$ cat src/rtl/pipeline_hazard.sv
// Hazard unit for a five-stage pipeline: operand bypass selects, load-use stall,
// branch flush, and a multi-cycle ALU wait state with timeout and stall accounting.
module pipeline_hazard #(
    parameter int unsigned MUL_TIMEOUT = 34,
    parameter int unsigned CNT_WIDTH   = 16
) (
    input  logic                 clk,
    input  logic                 n_rst,
    input  logic [4:0]           Rs1D,
    input  logic [4:0]           Rs2D,
    input  logic [4:0]           Rs1E,
    input  logic [4:0]           Rs2E,
    input  logic [4:0]           RdE,
    input  logic [4:0]           RdM,
    input  logic [4:0]           RdW,
    input  logic                 RegWriteM,
    input  logic                 RegWriteW,
    input  logic [1:0]           ResultSrcE,
    input  logic [1:0]           PCSrcE,
    input  logic                 mul_startE,
    input  logic                 mul_doneE,
    output logic                 StallF,
    output logic                 StallD,
    output logic                 StallE,
    output logic                 FlushD,
    output logic                 FlushE,
    output logic [1:0]           ForwardAE,
    output logic [1:0]           ForwardBE,
    output logic [CNT_WIDTH-1:0] stall_cycles,
    output logic                 err_timeout
);

    localparam int unsigned WAIT_W = $clog2(MUL_TIMEOUT + 1);

    typedef enum logic {RUN, MULWAIT} state_t;

    state_t            state;
    state_t            nextState;
    logic [WAIT_W-1:0] waitCnt;
    logic [WAIT_W-1:0] waitCntNext;
    logic              lwStall;
    logic              timeoutHit;

    // Bypass selects: memory stage wins over writeback; x0 is never forwarded.
    always_comb begin
        ForwardAE = 2'b00;
        if (RegWriteM && (RdM != 5'd0) && (RdM == Rs1E)) begin
            ForwardAE = 2'b10;
        end else if (RegWriteW && (RdW != 5'd0) && (RdW == Rs1E)) begin
            ForwardAE = 2'b01;
        end
    end

    always_comb begin
        ForwardBE = 2'b00;
        if (RegWriteM && (RdM != 5'd0) && (RdM == Rs2E)) begin
            ForwardBE = 2'b10;
        end else if (RegWriteW && (RdW != 5'd0) && (RdW == Rs2E)) begin
            ForwardBE = 2'b01;
        end
    end

    assign lwStall = (ResultSrcE == 2'b01) && (RdE != 5'd0) &&
                     ((RdE == Rs1D) || (RdE == Rs2D));

    // Next state and stall/flush controls; redirect beats multi-cycle start beats load-use.
    always_comb begin
        nextState   = state;
        waitCntNext = waitCnt;
        StallF      = 1'b0;
        StallD      = 1'b0;
        StallE      = 1'b0;
        FlushD      = 1'b0;
        FlushE      = 1'b0;
        timeoutHit  = 1'b0;
        unique case (state)
            RUN: begin
                if (PCSrcE != 2'b00) begin
                    FlushD = 1'b1;
                    FlushE = 1'b1;
                end else if (mul_startE && !mul_doneE) begin
                    StallF      = 1'b1;
                    StallD      = 1'b1;
                    StallE      = 1'b1;
                    nextState   = MULWAIT;
                    waitCntNext = WAIT_W'(1);
                end else if (mul_startE && mul_doneE) begin
                    nextState = RUN;
                end else if (lwStall) begin
                    StallF = 1'b1;
                    StallD = 1'b1;
                    FlushE = 1'b1;
                end
            end
            MULWAIT: begin
                if (mul_doneE) begin
                    nextState   = RUN;
                    waitCntNext = '0;
                end else if (waitCnt == WAIT_W'(MUL_TIMEOUT)) begin
                    nextState   = RUN;
                    waitCntNext = '0;
                    timeoutHit  = 1'b1;
                end else begin
                    StallF      = 1'b1;
                    StallD      = 1'b1;
                    StallE      = 1'b1;
                    waitCntNext = waitCnt + WAIT_W'(1);
                end
            end
            default: begin
                nextState   = RUN;
                waitCntNext = '0;
            end
        endcase
    end

    always_ff @(posedge clk or negedge n_rst) begin
        if (!n_rst) begin
            state   <= RUN;
            waitCnt <= '0;
        end else begin
            state   <= nextState;
            waitCnt <= waitCntNext;
        end
    end

    // Stall performance counter saturates at all-ones.
    always_ff @(posedge clk or negedge n_rst) begin
        if (!n_rst) begin
            stall_cycles <= '0;
        end else if (StallF && (stall_cycles != '1)) begin
            stall_cycles <= stall_cycles + CNT_WIDTH'(1);
        end
    end

    always_ff @(posedge clk or negedge n_rst) begin
        if (!n_rst) begin
            err_timeout <= 1'b0;
        end else if (timeoutHit) begin
            err_timeout <= 1'b1;
        end
    end

endmodule

$ cat config.mk
export PLATFORM = sky130hd
export DESIGN_NAME = pipeline_hazard
export DESIGN_NICKNAME = d
export VERILOG_FILES = /design/src/rtl/pipeline_hazard.sv
export SDC_FILE = /design/constraint.sdc
export NUM_CORES = 1
export LEC_CHECK = 0
export BUFFER_PORTS_ARGS = -buffer_cell sky130_fd_sc_hd__clkbuf_2
export CAP_MARGIN = 10
export CELL_PAD_IN_SITES_DETAIL_PLACEMENT = 1
export CELL_PAD_IN_SITES_GLOBAL_PLACEMENT = 2
export CORE_MARGIN = 2
export CORE_UTILIZATION = 28
export DETAILED_ROUTE_END_ITERATION = 10
export GPL_ROUTABILITY_DRIVEN = 0
export PLACE_DENSITY_LB_ADDON = 0.1
export SETUP_SLACK_MARGIN = 0.2
export SLEW_MARGIN = 20
export SYNTH_ARGS = -nofsm -noshare
export SYNTH_HDL_FRONTEND = slang
export SYNTH_SLANG_ARGS = --single-unit
$ cat constraint.sdc
create_clock -name clk -period 2.7 [get_ports clk]
set_clock_uncertainty 0.1 [all_clocks]
set_input_delay 0.54 -clock clk [delete_from_list [all_inputs] [get_ports clk]]
set_output_delay 0.54 -clock clk [all_outputs]
set_load 0.05 [all_outputs]
==> results.json, run 1 <==
{
  "dp_hpwl_um": 3750,
  "drt_iter0_drc": 11,
  "synth_area_leaders": "dfrtp_1, xnor2_1, xor2_1, nand3_2, o21ai_0",
  "r2r_start": "waitCnt[0]$_DFFE_PN0P_",
  "async_reset_ff_share_pct": 100,
  "die_w_um": 81.6,
  "rr_worst_depth": 10,
  "drc": 0,
  "grt_pass1_wl_um": 7240,
  "ys_types": 35,
  "critPathMaxFanout": 3,
  "cts_made_buffers": 3,
  "ys_dominant_reg_cell": "dfrtp_1",
  "finalCritPeriodShare_pct": 95.4,
  "wl_per_cell_um": 14.1,
  "portBuffers": 70,
  "fp.dieArea_sq_mm": 0.00666,
  "clockRootBuffer": "clkbuf_8",
  "design_area_sq_mm": 0.00243,
  "ios": 71,
  "htree_num_levels": 1,
  "path_class": "in2out",
  "insertion_delay_ps": 270,
  "ys_ff_latch": 24,
  "place_area_sq_mm": 0.00222,
  "tns_ps": 0,
  "synth_top_area_cell": "dfrtp_1",
  "yosys.area.top_type_share_pct": 35.6,
  "drv_cap": 0,
  "min-delay-path-class": "in2async",
  "start_kind": "primary input",
  "ys_seq_area_share_pct": 35.6,
  "cp_top_family": "simple AND/OR/NAND/NOR gates",
  "relSlewSlack_pct": 58.1,
  "ys_warn_count": 0,
  "rsz0062_at_grt": "true",
  "chipHeight_um": 81.6,
  "outcome": "finished clean",
  "grt_usage_pct": 13.9,
  "core_sq_mm": 0.00589,
  "fin_crit_ps": 2570,
  "fmax_mhz": 388,
  "powerDensity_mw_per_mm2": 470,
  "syn_inst": 168,
  "reg2reg_slack_ps": 360,
  "path_clk_slew_ps": 90,
  "ir_drop_mv": 0.180,
  "cpPeakStageDelay_ps": 520,
  "cts_max_path_buffers": 2,
  "setup-violations-final": 0,
  "overflow": 0,
  "ctsHoldBuffers": 0,
  "synth_edf_count": 0,
  "cts_tree": "built",
  "cp.depth": 6,
  "drive_gt1_share_pct": 47.2,
  "vias_per_cell": 4.74,
  "first_pass_iters": 4,
  "cp-end-kind": "output port",
  "finalMaxSlewViolations": 0,
  "wirelength_um": 4580,
  "antenna_found_initial": 0,
  "leakage_nw": 1.07,
  "worst_slew_pin_slew_ps": 628,
  "final_antenna_net_count": 0,
  "synth_area_sq_mm": 0.00169,
  "crit_required_ps": 2060,
  "cpMostUsedCell": "nor4_4",
  "finalHoldViolations": 0,
  "fin_nets": 299,
  "area_growth_syn_to_layout_pct": 44.2,
  "rows": 28,
  "cp.arrival_ps": 1930,
  "antenna_cells": 0,
  "syn-num-nets": 216,
  "worst_path_max_delay_cell": "or4_4",
  "first_global_vias": 1584,
  "nFillCells": 717,
  "fin_util_pct": 41.3,
  "cts_sinks": 24,
  "critPathBufInv": 2,
  "crit_path_start": "RdM[2]",
  "vias": 1542,
  "reg2reg_to": "stall_cycles[12]$_DFFE_PN0P_",
  "grt_max_degree": 25,
  "worstPathCellList": "clkbuf_2, or4_4, o21ai_4, nor4_4, nor4_4, clkbuf_8",
  "syn_area_per_cell_sq_um": 10.0,
  "start_util_pct": 28.7
}
==> layer usage <==
layer,wire [um],GRT usage [%],vias to the layer above,share of wire (%)
met5,0,0,-,0
met2,2270,23.9,51,50
li1,-,-,766,-
met3,274,2.75,2,6.0
met4,17,4.00,0,0.37
met1,2020,17.7,723,44
==> power breakdown <==
group / total, mW / switching, mW / internal [mW]
registers: 0.457 / 0.0552 / 0.401
clock network: 0.253 / 0.123 / 0.130
logic: 0.433 / 0.274 / 0.159
==> Yosys cell counts, types with 2 or more instances <==
library cell / n
nand2_1: 12
nand3_2: 8
o21ai_0: 10
nor4_1: 5
nor2_1: 6
ha_1: 3
and4_1: 2
nand4_1: 5
xor2_1: 15
a21oi_1: 2
nand3_1: 8
mux2_2: 2
nand2b_1: 2
buf_6: 2
or4_1: 5
nand4_2: 3
dfrtp_1: 24
and3_1: 5
inv_1: 3
xnor2_1: 31
==> flip-flops by register name, summed over array words and instances (netlist names) <==
register      flops
stall_cycles     16
state             1
err_timeout       1
waitCnt           6
==> worst reg2reg max path: cells and delay by family, from the launching register on <==
family                     cells  cell delay (ps)
AOI/OAI and AO/OA              3              670
adders and majority gates      1              140
DFF                            1              410
and+or+nand+nor                2              150
buffers and inverters          3              420
muxes                          1              330
==> what timing repair did <==
action	CTS	global route
endpoints found under the setup margin	4	5
buffers inserted	4	2
cloned	0	0
gates resized for setup	18	5
pin swaps	2	6
==> final cells by class <==
type | instances | area (sq um) | share of cell area [%]
timing repair buffer | 82 | 514 | 21.1
inverter | 3 | 11.3 | 0.463
tap | 75 | 93.8 | 3.86
sequential | 24 | 601 | 24.7
clock buffer | 4 | 55.1 | 2.26
multi-input combinational | 137 | 1160 | 47.6
==> how the worst max path moves through the flow <==
stage / slack [ps] / end
global route: 70 / ForwardBE[0]
global placement: 60 / ForwardAE[0]
detailed placement: 40 / ForwardAE[0]
finish: 130 / ForwardBE[0]
floorplan: 80 / ForwardAE[0]
CTS: 130 / ForwardAE[0]
==> stage by stage <==
stage          hold slack [ps]  worst slack [ps]  cells  power [mW]
2_1_floorplan              144              77.7    168       0.728
6_report                   170               125    325        1.14
4_1_cts                    193               130    323        1.15
3_3_place_gp               355              58.8    315       0.866
5_1_grt                    216              66.9    325        1.22
3_5_place_dp               368              42.4    315       0.868
==> logic make-up (layout without fill, tap and decap cells) <==
family / count (synthesis) / count (layout) / share of synthesized area, %
simple gates: 68 / 68 / 26.5
xor+xnor: 46 / 46 / 23.9
flops: 24 / 24 / 35.6
compound gates: 18 / 18 / 6.83
buf+inv: 7 / 89 / 3.64
fa+ha+maj: 3 / 3 / 2.23
mux: 2 / 2 / 1.34
==> placed cells by master (no fill, tap or decap), drive strengths merged, types with 3 or more instances in the layout <==
cell    instances
nor4            5
ha              3
nand3          16
xnor2          31
xor2           15
nand4           8
or4             5
dfrtp          24
nor2            7
and3            5
buf            14
and4            3
clkbuf         72
nand2          12
inv             3
o21ai          10
Power figures use the tool's default switching activity.
==> inputs of run 2 (changes only) <==
--- a/config.mk
+++ b/config.mk
@@ -5,11 +5,10 @@
 export SDC_FILE = /design/constraint.sdc
 export NUM_CORES = 1
 export LEC_CHECK = 0
-export BUFFER_PORTS_ARGS = -buffer_cell sky130_fd_sc_hd__clkbuf_2
-export CAP_MARGIN = 10
+export BUFFER_PORTS_ARGS = -buffer_cell sky130_fd_sc_hd__buf_2
 export CELL_PAD_IN_SITES_DETAIL_PLACEMENT = 1
 export CELL_PAD_IN_SITES_GLOBAL_PLACEMENT = 2
-export CORE_MARGIN = 2
+export CORE_MARGIN = 1
 export CORE_UTILIZATION = 28
 export DETAILED_ROUTE_END_ITERATION = 10
 export GPL_ROUTABILITY_DRIVEN = 0
==> run 2 against run 1 <==
  * Final cell count shrank 1.2%
  * Routed wire length rose by 2.4%
  * First-iteration DRC count rose to 3.1 times the previous value
  * Maximum frequency rose by 0.46%
  * Critical path type unchanged
  * Critical endpoint unchanged
==> results.json, run 2 (synthesis results as in run 1) <==
{
  "insertion_delay_ps": 270,
  "rows": 27,
  "seqCellArea_sq_um": 601,
  "largest_reg_flops": 16,
  "htree_num_levels": 1,
  "critPathMaxFanout": 3,
  "core_sq_mm": 0.00564,
  "clockRootBuffer": "clkbuf_8",
  "drc": 0,
  "cts_made_buffers": 3,
  "cp-end-kind": "output port",
  "powerDensity_mw_per_mm2": 478,
  "grt-busiest-layer": "met2",
  "final_common_cell": "buf_2",
  "portBuffers": 70,
  "drive_gt1_share_pct": 47.0,
  "antenna_found_initial": 0,
  "antenna_cells": 0,
  "grtUsageMet2_pct": 25.7,
  "use_met1_pct": 21.5,
  "fp.dieArea_sq_mm": 0.00634,
  "finalCritPeriodShare_pct": 94.9,
  "first_pass_iters": 4,
  "wl_per_cell_um": 14.6,
  "finalHoldViolations": 0,
  "cts_max_path_buffers": 2,
  "leakage_nw": 1.06,
  "crit_required_ps": 2060,
  "fin_crit_ps": 2560,
  "outcome": "finished clean",
  "grt_max_degree": 25,
  "overflow": 0,
  "vias": 1577,
  "fin_nets": 298,
  "relSlewSlack_pct": 63.2,
  "ios": 71,
  "reg2reg_to": "stall_cycles[12]$_DFFE_PN0P_",
  "multi_input_area_sq_mm": 0.00116,
  "first_global_vias": 1649,
  "path_class": "in2out",
  "rr_worst_depth": 9,
  "die_w_um": 79.6,
  "path_clk_slew_ps": 90,
  "final_cell_mix": "buf_2, xnor2_1, dfrtp_1",
  "ir_drop_mv": 0.185,
  "cp.arrival_ps": 1920,
  "final_antenna_net_count": 0,
  "worst_slew_pin_slew_ps": 552,
  "regMostFlops": "stall_cycles",
  "drt_iter0_drc": 34,
  "use_met3_pct": 2.63,
  "start_kind": "primary input",
  "setup-violations-final": 0,
  "vias_per_cell": 4.91,
  "chipHeight_um": 79.6,
  "wirelength_um": 4690,
  "ctsHoldBuffers": 0,
  "rsz0062_at_grt": "true",
  "power_mw": 1.15,
  "nFillCells": 672,
  "tns_ps": 0,
  "dp_hpwl_um": 3780,
  "cts_tree": "built",
  "area_growth_syn_to_layout_pct": 42.2,
  "finalWorstSetupSlack_ps": 137,
  "r2r_start": "waitCnt[0]$_DFFE_PN0P_",
  "drv_cap": 0,
  "grt_usage_pct": 15.9,
  "min-delay-path-class": "in2async",
  "finalMaxSlewViolations": 0,
  "reg_top3": "stall_cycles (16), waitCnt (6)",
  "grt_pass1_wl_um": 7880,
  "fmax_mhz": 390,
  "reg2reg_slack_ps": 500,
  "place_ws_ps": 22.0,
  "cts_sinks": 24,
  "start_util_pct": 29.9
}
## run 2: through the flow
step / util [%] / area (sq um) / hold slack [ps] / instances
global route: 42.5 / 2400 / 190 / 321
finish: 42.5 / 2400 / 150 / 321
detailed placement: 38.9 / 2190 / 350 / 309
CTS: 42.2 / 2380 / 181 / 319
global placement: 38.9 / 2190 / 349 / 309
floorplan: - / 1780 / 144 / 168
## run 2: worst max path at each step
stage / endpoint / slack (ps) / startpoint / cells past startpoint
2_1_floorplan: ForwardAE[0] / 80 / RdM[1] / 4
3_3_place_gp: ForwardAE[0] / 70 / RdW[3] / 6
3_5_place_dp: ForwardAE[0] / 20 / RdW[2] / 6
4_1_cts: ForwardAE[0] / 140 / RdM[4] / 6
5_1_grt: ForwardBE[0] / 30 / RdW[2] / 6
6_report: ForwardBE[0] / 140 / RdW[3] / 6
## run 2: power by group
group	switching (mW)	internal [mW]
clock network	0.116	0.130
registers	0.0532	0.401
logic	0.284	0.161
## run 2: worst max-delay path: stages
cell and delay [ps]:
buf_2 120, or4_1 120, o21ai_0 90, or4_4 560, nor4_4 300, buf_6 190
## run 2: final cells by class
cell class / instances / area share [%]
timing repair buffer: 81 / 20.2
tap: 72 / 3.76
clock buffer: 4 / 2.30
sequential: 24 / 25.0
multi-input combinational: 137 / 48.3
inverter: 3 / 0.469
## run 2: repair_timing
item,4_1_cts,5_1_grt
buffers inserted,6,2
endpoints found under the setup margin,4,5
pin swaps,6,3
gates resized for setup,23,1
## run 2: layer usage
layer | share of wire [%] | up-vias
met5 | 0 | -
met4 | 1.1 | 0
met3 | 4.9 | 4
met2 | 48 | 50
met1 | 46 | 765
li1 | - | 758
